--- src/rtl/vgafetch_pkg.sv ---
// ============================================================================
// vgafetch_pkg : shared state encoding and widths for the VGA frame fetcher.
// Revision 1.0
// ============================================================================
`default_nettype none

package vgafetch_pkg;

  localparam logic [1:0] ST_IDLE  = 2'd0;
  localparam logic [1:0] ST_WAIT  = 2'd1;
  localparam logic [1:0] ST_BURST = 2'd2;
  localparam logic [1:0] ST_DRAIN = 2'd3;

  typedef enum logic [1:0] {
    S_IDLE  = ST_IDLE,
    S_WAIT  = ST_WAIT,
    S_BURST = ST_BURST,
    S_DRAIN = ST_DRAIN
  } state_t;

  // Line geometry width, common with the VGA timing generator.
  localparam int GEOM_W      = 12;
  localparam int LGBURST_DEF = 3;
  localparam int BLEN_W      = LGBURST_DEF + 1;

  function automatic int blen_width(input int lgburst);
    return lgburst + 1;
  endfunction

endpackage

`default_nettype wire

--- src/rtl/vgafetch_ctrl.sv ---
// ============================================================================
// vgafetch_ctrl : walks a frame buffer and streams Wishbone read bursts into
// the pixel FIFO.  Revision 1.0
// ============================================================================
`default_nettype none

module vgafetch_ctrl
  import vgafetch_pkg::*;
#(
  parameter int ADDRESS_WIDTH  = 24,
  parameter int BUS_DATA_WIDTH = 64,
  parameter int LGBURST        = LGBURST_DEF,
  parameter int LGFIFO         = 5
) (
  input  logic                      i_clk,
  input  logic                      i_reset,
  input  logic                      i_en,
  input  logic                      i_frame_start,
  input  logic [ADDRESS_WIDTH-1:0]  i_base_addr,
  input  logic [ADDRESS_WIDTH-1:0]  i_line_stride,
  input  logic [11:0]               i_line_words,
  input  logic [11:0]               i_nlines,
  input  logic [LGFIFO:0]           i_fifo_fill,
  output logic                      o_wb_cyc,
  output logic                      o_wb_stb,
  output logic [ADDRESS_WIDTH-1:0]  o_wb_addr,
  input  logic                      i_wb_ack,
  input  logic                      i_wb_stall,
  input  logic                      i_wb_err,
  input  logic [BUS_DATA_WIDTH-1:0] i_wb_data,
  output logic                      o_fifo_wr,
  output logic [BUS_DATA_WIDTH-1:0] o_fifo_data,
  output logic                      o_fifo_eol,
  output logic                      o_busy,
  output logic                      o_err
);

  localparam int AW   = ADDRESS_WIDTH;
  localparam int BL_W = blen_width(LGBURST);
  localparam int FW   = LGFIFO + 1;

  state_t            state, state_nx;
  logic [AW-1:0]     addr, line_addr, stride;
  logic [GEOM_W-1:0] line_words, words_left, lines_left, ack_cnt;
  logic [BL_W-1:0]   req_left, pending, len;
  logic [FW:0]       space;
  logic              discard, err;
  logic              cyc, stb, accept, ack, bus_err, drain_done, start_ok, fifo_wr;

  assign start_ok   = i_frame_start && i_en && (i_line_words != '0) && (i_nlines != '0);
  assign len        = (words_left > GEOM_W'(2**LGBURST)) ? BL_W'(2**LGBURST) : BL_W'(words_left);
  assign space      = (FW+1)'(2**LGFIFO) - (FW+1)'(i_fifo_fill);
  assign accept     = stb && !i_wb_stall;
  assign ack        = i_wb_ack && cyc;
  assign bus_err    = i_wb_err && cyc;
  assign drain_done = (state == S_DRAIN) && (pending == '0);
  assign fifo_wr    = ack && !discard;

  always_ff @(posedge i_clk) begin
    if (i_reset) state <= S_IDLE;
    else         state <= state_nx;
  end

  always_comb begin
    state_nx = state;
    cyc      = 1'b0;
    stb      = 1'b0;
    case (state)
      S_IDLE: begin
        if (start_ok) state_nx = S_WAIT;
      end
      S_WAIT: begin
        if (start_ok)            state_nx = S_WAIT;
        else if (!i_en)          state_nx = S_IDLE;
        else if (space >= (FW+1)'(len)) state_nx = S_BURST;
      end
      S_BURST: begin
        cyc = 1'b1;
        stb = 1'b1;
        if (i_wb_err)                               state_nx = S_IDLE;
        else if (start_ok)                          state_nx = S_DRAIN;
        else if (!i_wb_stall && req_left == BL_W'(1)) state_nx = S_DRAIN;
      end
      S_DRAIN: begin
        cyc = (pending != '0);
        if (cyc && i_wb_err)  state_nx = S_IDLE;
        else if (start_ok)    state_nx = S_DRAIN;
        else if (pending == '0) begin
          if (discard)                                       state_nx = S_WAIT;
          else if (!i_en)                                    state_nx = S_IDLE;
          else if (words_left == '0 && lines_left == GEOM_W'(1)) state_nx = S_IDLE;
          else                                               state_nx = S_WAIT;
        end
      end
      default: state_nx = S_IDLE;
    endcase
  end

  always_ff @(posedge i_clk) begin
    if (i_reset) begin
      addr       <= '0;
      line_addr  <= '0;
      stride     <= '0;
      line_words <= '0;
      words_left <= '0;
      lines_left <= '0;
      ack_cnt    <= '0;
      req_left   <= '0;
      pending    <= '0;
      discard    <= 1'b0;
      err        <= 1'b0;
    end else begin
      // A start while a burst is in flight reloads now; the stale acks are
      // then drained with discard set before the new frame issues requests.
      if (start_ok && !bus_err) begin
        addr       <= i_base_addr;
        line_addr  <= i_base_addr;
        stride     <= i_line_stride;
        line_words <= i_line_words;
        words_left <= i_line_words;
        lines_left <= i_nlines;
        ack_cnt    <= '0;
        err        <= 1'b0;
        discard    <= (state == S_BURST) || (state == S_DRAIN);
      end else begin
        if (state == S_WAIT && state_nx == S_BURST) req_left <= len;
        if (accept) begin
          addr       <= addr + AW'(1);
          req_left   <= req_left - BL_W'(1);
          words_left <= words_left - GEOM_W'(1);
        end
        if (fifo_wr) ack_cnt <= o_fifo_eol ? '0 : ack_cnt + GEOM_W'(1);
        if (drain_done) begin
          discard <= 1'b0;
          if (!discard && words_left == '0 && lines_left != GEOM_W'(1)) begin
            lines_left <= lines_left - GEOM_W'(1);
            line_addr  <= line_addr + stride;
            addr       <= line_addr + stride;
            words_left <= line_words;
          end
        end
      end
      if (bus_err) pending <= '0;
      else         pending <= pending + BL_W'(accept) - BL_W'(ack && pending != '0);
      if (bus_err) begin
        err     <= 1'b1;
        discard <= 1'b0;
      end
    end
  end

  assign o_wb_cyc    = cyc;
  assign o_wb_stb    = stb;
  assign o_wb_addr   = addr;
  assign o_fifo_wr   = fifo_wr;
  assign o_fifo_data = i_wb_data;
  assign o_fifo_eol  = fifo_wr && (ack_cnt == line_words - GEOM_W'(1));
  assign o_busy      = (state != S_IDLE);
  assign o_err       = err;

endmodule

`default_nettype wire
--- config.mk ---
export PLATFORM = sky130hd
export DESIGN_NAME = vgafetch_ctrl
export DESIGN_NICKNAME = d
export VERILOG_FILES = /design/src/rtl/vgafetch_pkg.sv /design/src/rtl/vgafetch_ctrl.sv
export SDC_FILE = /design/constraint.sdc
export NUM_CORES = 1
export LEC_CHECK = 0
export BUFFER_PORTS_ARGS = -buffer_cell sky130_fd_sc_hd__buf_2
export CORE_UTILIZATION = 53
export DETAILED_ROUTE_END_ITERATION = 8
export GPL_ROUTABILITY_DRIVEN = 0
export MAX_ROUTING_LAYER = met4
export PLACE_DENSITY_LB_ADDON = 0.3
export SLEW_MARGIN = 20
export SYNTH_ARGS = -nofsm -noshare
export SYNTH_HDL_FRONTEND = slang
export SYNTH_SLANG_ARGS = --single-unit
--- constraint.sdc ---
create_clock -name i_clk -period 3.3 [get_ports i_clk]
set_input_delay 0.66 -clock i_clk [delete_from_list [all_inputs] [get_ports i_clk]]
set_output_delay 0.66 -clock i_clk [all_outputs]
set_load 0.02 [all_outputs]
# Word-level counts from Yosys, hierarchy flattened
# Cells that the tools add are included.
# word_totals
register_bits	132
in_bits	149
out_inout_bits	94
wordCells	107
# op_classes
n_addsub	10
magnitude_cmp	2
eq_ne	8
muxes	38
bitwise	1
n_reduce_logical	36
# op_table
op	n
$mux 24	7
$mux 12	8
$sub 12x1->12 const B	3
$add 24x1->24 const B	1
$add 24x24->24	1
$reduce_bool 12->1	2
$mux 2	10
$logic_and 1x1->1	17
$add 12x1->12 const B	1
$eq 12x1->1 const B	1
$eq 12x12->1	1
$gt 12x4->1 const B	1
$logic_not 12->1	1
$mux 4	3
$ne 12x1->1 const B	1
$reduce_bool 2->1	5
$mux 1	8
$pmux 2 s4	1
$ge 7x4->1	1
$sub 6x6->7 const A	1
$eq 2x2->1 const B	3
$add 4x1->4	1
$eq 4x1->1 const B	1
$logic_not 4->1	1
11 further kinds	15

# Longest topological paths before layout
# depth
depth_word	13
mapped_depth	14
mapped_depth_nobuf	14

# Worst setup path after synthesis
# Ideal clock, no wire load.
# synth_path
path_type	register to register
startpoint	register words_left[4]
endpoint	register req_left[1]
setup_time_ps	86
arrival_time_ps	2977
required_time_ps	3214
slack_ps	237
path_stages_with_launch	13
n_path_buf	0
period_less_slack_ps	3063
cell_sequence	dfxtp_1 -> or4_1 -> a211oi_1 -> and2_1 -> ha_1 -> nand2b_1 -> a21o_1 -> a21o_1 -> a211o_1 -> nand3_1 -> a21boi_0 -> nor3_1 -> a211oi_1
# synth_via
elab_chain_len	13
elab_cells_between_ends	21
cone_classes	order compare: 2; eq/ne: 1; mux: 13; reduce/logical: 5
# synth_rtl
element	line_no	rtl
start, declared	vgafetch_ctrl.sv:44	logic [GEOM_W-1:0] line_words, words_left, lines_left, ack_cnt;
start signal, assigned	vgafetch_ctrl.sv:120	words_left <= i_line_words;
start signal, assigned	vgafetch_ctrl.sv:130	words_left <= words_left - GEOM_W'(1);
start signal, assigned	vgafetch_ctrl.sv:139	words_left <= line_words;
branches (longest 13 deep; another with $gt 12x4->1)	-	
end signal, assigned	vgafetch_ctrl.sv:126	if (state == S_WAIT && state_nx == S_BURST) req_left <= len;
end signal, assigned	vgafetch_ctrl.sv:129	req_left <= req_left - BL_W'(1);
end, declared	vgafetch_ctrl.sv:45	logic [BL_W-1:0] req_left, pending, len;
# Several ways; the timed one is not identified. The select of a mux whose other input is x is not followed.
# A chain may end at the register's enable or synchronous reset.

# Worst setup path in the final report
# layout_path
startpoint	register line_words[3]
endpoint	output port o_fifo_eol
# layout_via
elab_chain_len	3
# layout_rtl
element	line_no	rtl
start, declared	vgafetch_ctrl.sv:44	
start signal, assigned	vgafetch_ctrl.sv:119	line_words <= i_line_words;
$sub 12x1->12	vgafetch_ctrl.sv:157	assign o_fifo_eol = fifo_wr && (ack_cnt == line_words - GEOM_W'(1));
$eq 12x12->1	vgafetch_ctrl.sv:157	
$logic_and 1x1->1	vgafetch_ctrl.sv:157	
end, declared	vgafetch_ctrl.sv:33	output logic o_fifo_eol,
# No other way between the ends.

==> impl_metrics.csv <==
group,metric,value,unit
power_and_ir_drop,finalPower,4.085,mW
timing,min_period_over_period,0.9542,
synth,async_flop_share,0,
setup_path,startpoint_type,"register",
synth,synth_cell_type_count,70,
setup_path,setup.worst_path.end_class,"primary output",
power_and_ir_drop,ir_drop,0.4058,mV
setup_path,cpPeakStageDelay,0.38,ns
final_layout,fillers,1459,
cts,clockBufferDepth,2,
global_route,grt_pass1_vias,7146,
timing,rsz0062_at_grt,"no",
run_status,status,"finished clean",
final_layout,final_area,9413,um^2
floorplanning,die-area,16610,um^2
synth,yosys_most_used_dff,"dfxtp_1",
floorplanning,core,15830,um^2
timing,min_period,3.149,ns
synth,syn_area,8534,um^2
cts,holdBufCountCts,0,
placement,port_buffers,114,
cts,cts_max_level,4,
setup_path,path_buf_inv,3,
global_route,grt_pass1_wl,34000,um
detailed_routing,wl,21190,um
detailed_routing,vias,7745,
setup_path,cp_data_arrival_time,2.49,ns
final_layout,instances_no_fill,1387,
synth,syn_nets,1314,
detailed_routing,firstDrtPassIters,5,
floorplanning,rows,46,
worst_hold_path,worstHoldPathCells,2,
detailed_routing,antenna_left,0,
synth,synth_area_per_cell,7.613,um^2
final_layout,area_growth,10.29,%
cts,clk-insertion-delay-late,0.42,ns
synth,synth_edf_count,0,
final_layout,nets,1351,
worst_hold_path,min_path_type,"reg -> reg",
setup_path,path_depth,9,
placement,placed_cell_area,8845,um^2
detailed_routing,vias_per_cell,5.584,
setup_path,slowest_stage,"dfxtp_1",
cts,cts_tree,"built",
setup_path,cp_top_family,"simple AND/OR/NAND/NOR gates",
global_route,gr-total-overflow,0,
synth,syn_inst,1121,
placement,placed_cells,1353,
cts,clkSinkCount,132,
detailed_routing,drc,0,
timing,finalSetupViolCount,0,
final_layout,drive_gt1_frac,0.1581,
cts,cts_root_buf,"clkbuf_16",
setup_path,criticalPathCategory,"reg -> out",
job,max_cap_violations,0,
synth,synth_top_area_cell,"dfxtp_1",
timing,hold_violations,0,
synth,yosysTopAreaCellShare,0.3096,
timing,slew_headroom,0.5913,
global_route,grt_max_degree,64,
timing,fmax,317.6,MHz
timing,worstMarginPinSlew,0.6123,ns
power_and_ir_drop,power_density,434.0,nW/um^2
detailed_routing,drt_iter0_markers,459,
synth,yosys_warnings,0,
floorplanning,start_util,0.5392,
cts,cts.clk_slew.worst_paths,0.06,ns
setup_path,cp_data_required_time,2.64,ns
final_layout,fin_util,0.5947,
timing,fin_skew,0.005142,ns
global_route,grtUsageTotal,0.2683,
floorplanning,die_w,128.9,um
cts,cts_made_buffers,17,
setup_path,path_cells,"nor4_2 -> buf_4 -> and4bb_2 -> mux2_2 -> mux2i_1 -> o21ai_0 -> o2111ai_2 -> inv_1 -> buf_2",
setup_path,rr_worst_depth,12,
floorplanning,io_pins,243,
global_route,antenna_found_initial,1,
synth,synth-seq-area-share,0.3096,
timing,slew_viol_final,0,
floorplanning,die_y,128.9,um
synth,ys_ff_latch,132,
setup_path,critPathMaxFanout,6,
placement,hpwl,15300,um
power_and_ir_drop,p_leak,3.912,nW
detailed_routing,wire_per_inst,15.28,um
synth,synth_area_leaders,"dfxtp_1 (31%), nand2_1 (8.4%), a21oi_1 (6.5%)",
==> Yosys cell counts (all sizes together) (2+ instances only) <==
master   instances
nor2b            4
and2             5
nor4            12
inv             34
and3            11
nand3           22
o211ai          12
nand2          192
o21bai           4
dfxtp          132
buf             73
and4             6
clkbuf          43
a311oi          11
nor4b            4
a31oi            9
o31ai            2
xor2            37
a41oi            2
or2              4
nor2           112
xnor2           51
o21ai           39
a21boi           2
a211oi          23
or4              8
a211o            2
a21o             8
o22ai            3
nand3b           8
o21a             2
mux2i            8
nand4           14
fa               2
o2111ai          2
or3              7
ha              42
a21oi          110
nor3b            5
nand2b          12
nor3            26
==> cells in the final DEF (no fill, tap or decap), types with 21 or more instances in the layout <==
master	instances
o21ai_0	38
nor2_1	112
dfxtp_1	130
a21oi_1	109
inv_1	33
xor2_1	37
nor3_1	23
xnor2_1	51
nand3_1	21
a211oi_1	21
ha_1	42
nand2_1	192
buf_2	113
==> final cells by class <==
cell class	count	area [um^2]	share of cell area
Timing Repair Buffer	134	735.7	0.07816
Clock buffer	25	465.4	0.04945
Multi-Input combinational cell	839	5111	0.5430
Inverter	34	127.6	0.01356
Clock inverter	6	55.05	0.005849
Tap cell	216	270.3	0.02871
Antenna cell	1	2.502	0.0002659
Sequential cell	132	2645	0.2810
==> final timing paths <==
kind,start,slack (ns),endpoint
worst max register to register,words_left[4]$_SDFF_PP0_,0.21,req_left[1]$_SDFFE_PP0P_
worst min register to register,o_err$_SDFFE_PP0P_,0.45,o_err$_SDFFE_PP0P_
worst min-delay path,o_err$_SDFFE_PP0P_,0.45,o_err$_SDFFE_PP0P_
worst max-delay path,line_words[3]$_SDFFE_PP0P_,0.15,o_fifo_eol
==> state kept, by name (all words and copies together), names as in the netlist <==
| register | count |
|---|---|
| lines_left | 12 |
| discard | 1 |
| state | 2 |
| pending | 4 |
| words_left | 12 |
| line_addr | 24 |
| line_words | 12 |
| o_err | 1 |
| o_wb_addr | 24 |
| stride | 24 |
| req_left | 4 |
| ack_cnt | 12 |
==> worst register-to-register path, delay by kind of cell, from the launching register on <==
kind                     cells  cell delay, ns
AND/OR/NAND/NOR              5            1.11
flip-flops                   1            0.34
AO/OA/AOI/OAI                6            1.32
adder cells (fa/ha/maj)      1            0.23
==> per-stage QoR <==
step | TNS [ns] | hold WS [ns] | setup WS, ns
floorplan | 0 | 0.4400 | 0.2372
global placement | 0 | 0.4397 | 0.06093
detailed placement | -0.005751 | 0.4502 | -0.005751
CTS | 0 | 0.4578 | 0.01286
global route | 0 | 0.4738 | 0.01547
finish | 0 | 0.4543 | 0.1513
==> power by group <==
group | switching (mW) | total, mW | internal [mW]
clock | 0.687 | 1.73 | 1.04
sequential | 0.0795 | 1.75 | 1.67
combinational | 0.343 | 0.600 | 0.257
total | 1.11 | 4.08 | 2.98
==> timing repair <==
action,4_1_cts,5_1_grt
endpoints found under the setup margin,1,5
pin swaps,0,2
resized for setup,1,8
buffers inserted,0,2
==> per-layer routing <==
| layer | GRT usage | up-vias | share of wire |
|---|---|---|---|
| met5 | - | - | 0 |
| met4 | 0.1052 | 0 | 0.022 |
| met3 | 0.05114 | 46 | 0.056 |
| met2 | 0.4188 | 223 | 0.46 |
| met1 | 0.3417 | 3562 | 0.46 |
| li1 | - | 3914 | - |
==> logic make-up (layout without fill, tap and decap cells) <==
group	after synthesis	count (layout)	share of synthesized area
AO/OA/AOI/OAI	240	240	0.1717
adder cells (fa/ha/maj)	44	44	0.06627
flip-flops	132	132	0.3096
multiplexers	9	9	0.01070
other	0	1	0
AND/OR/NAND/NOR	458	458	0.2539
buffers and inverters	150	199	0.09749
XOR/XNOR	88	88	0.09031
No activity file was read; power rests on OpenSTA's default activity.
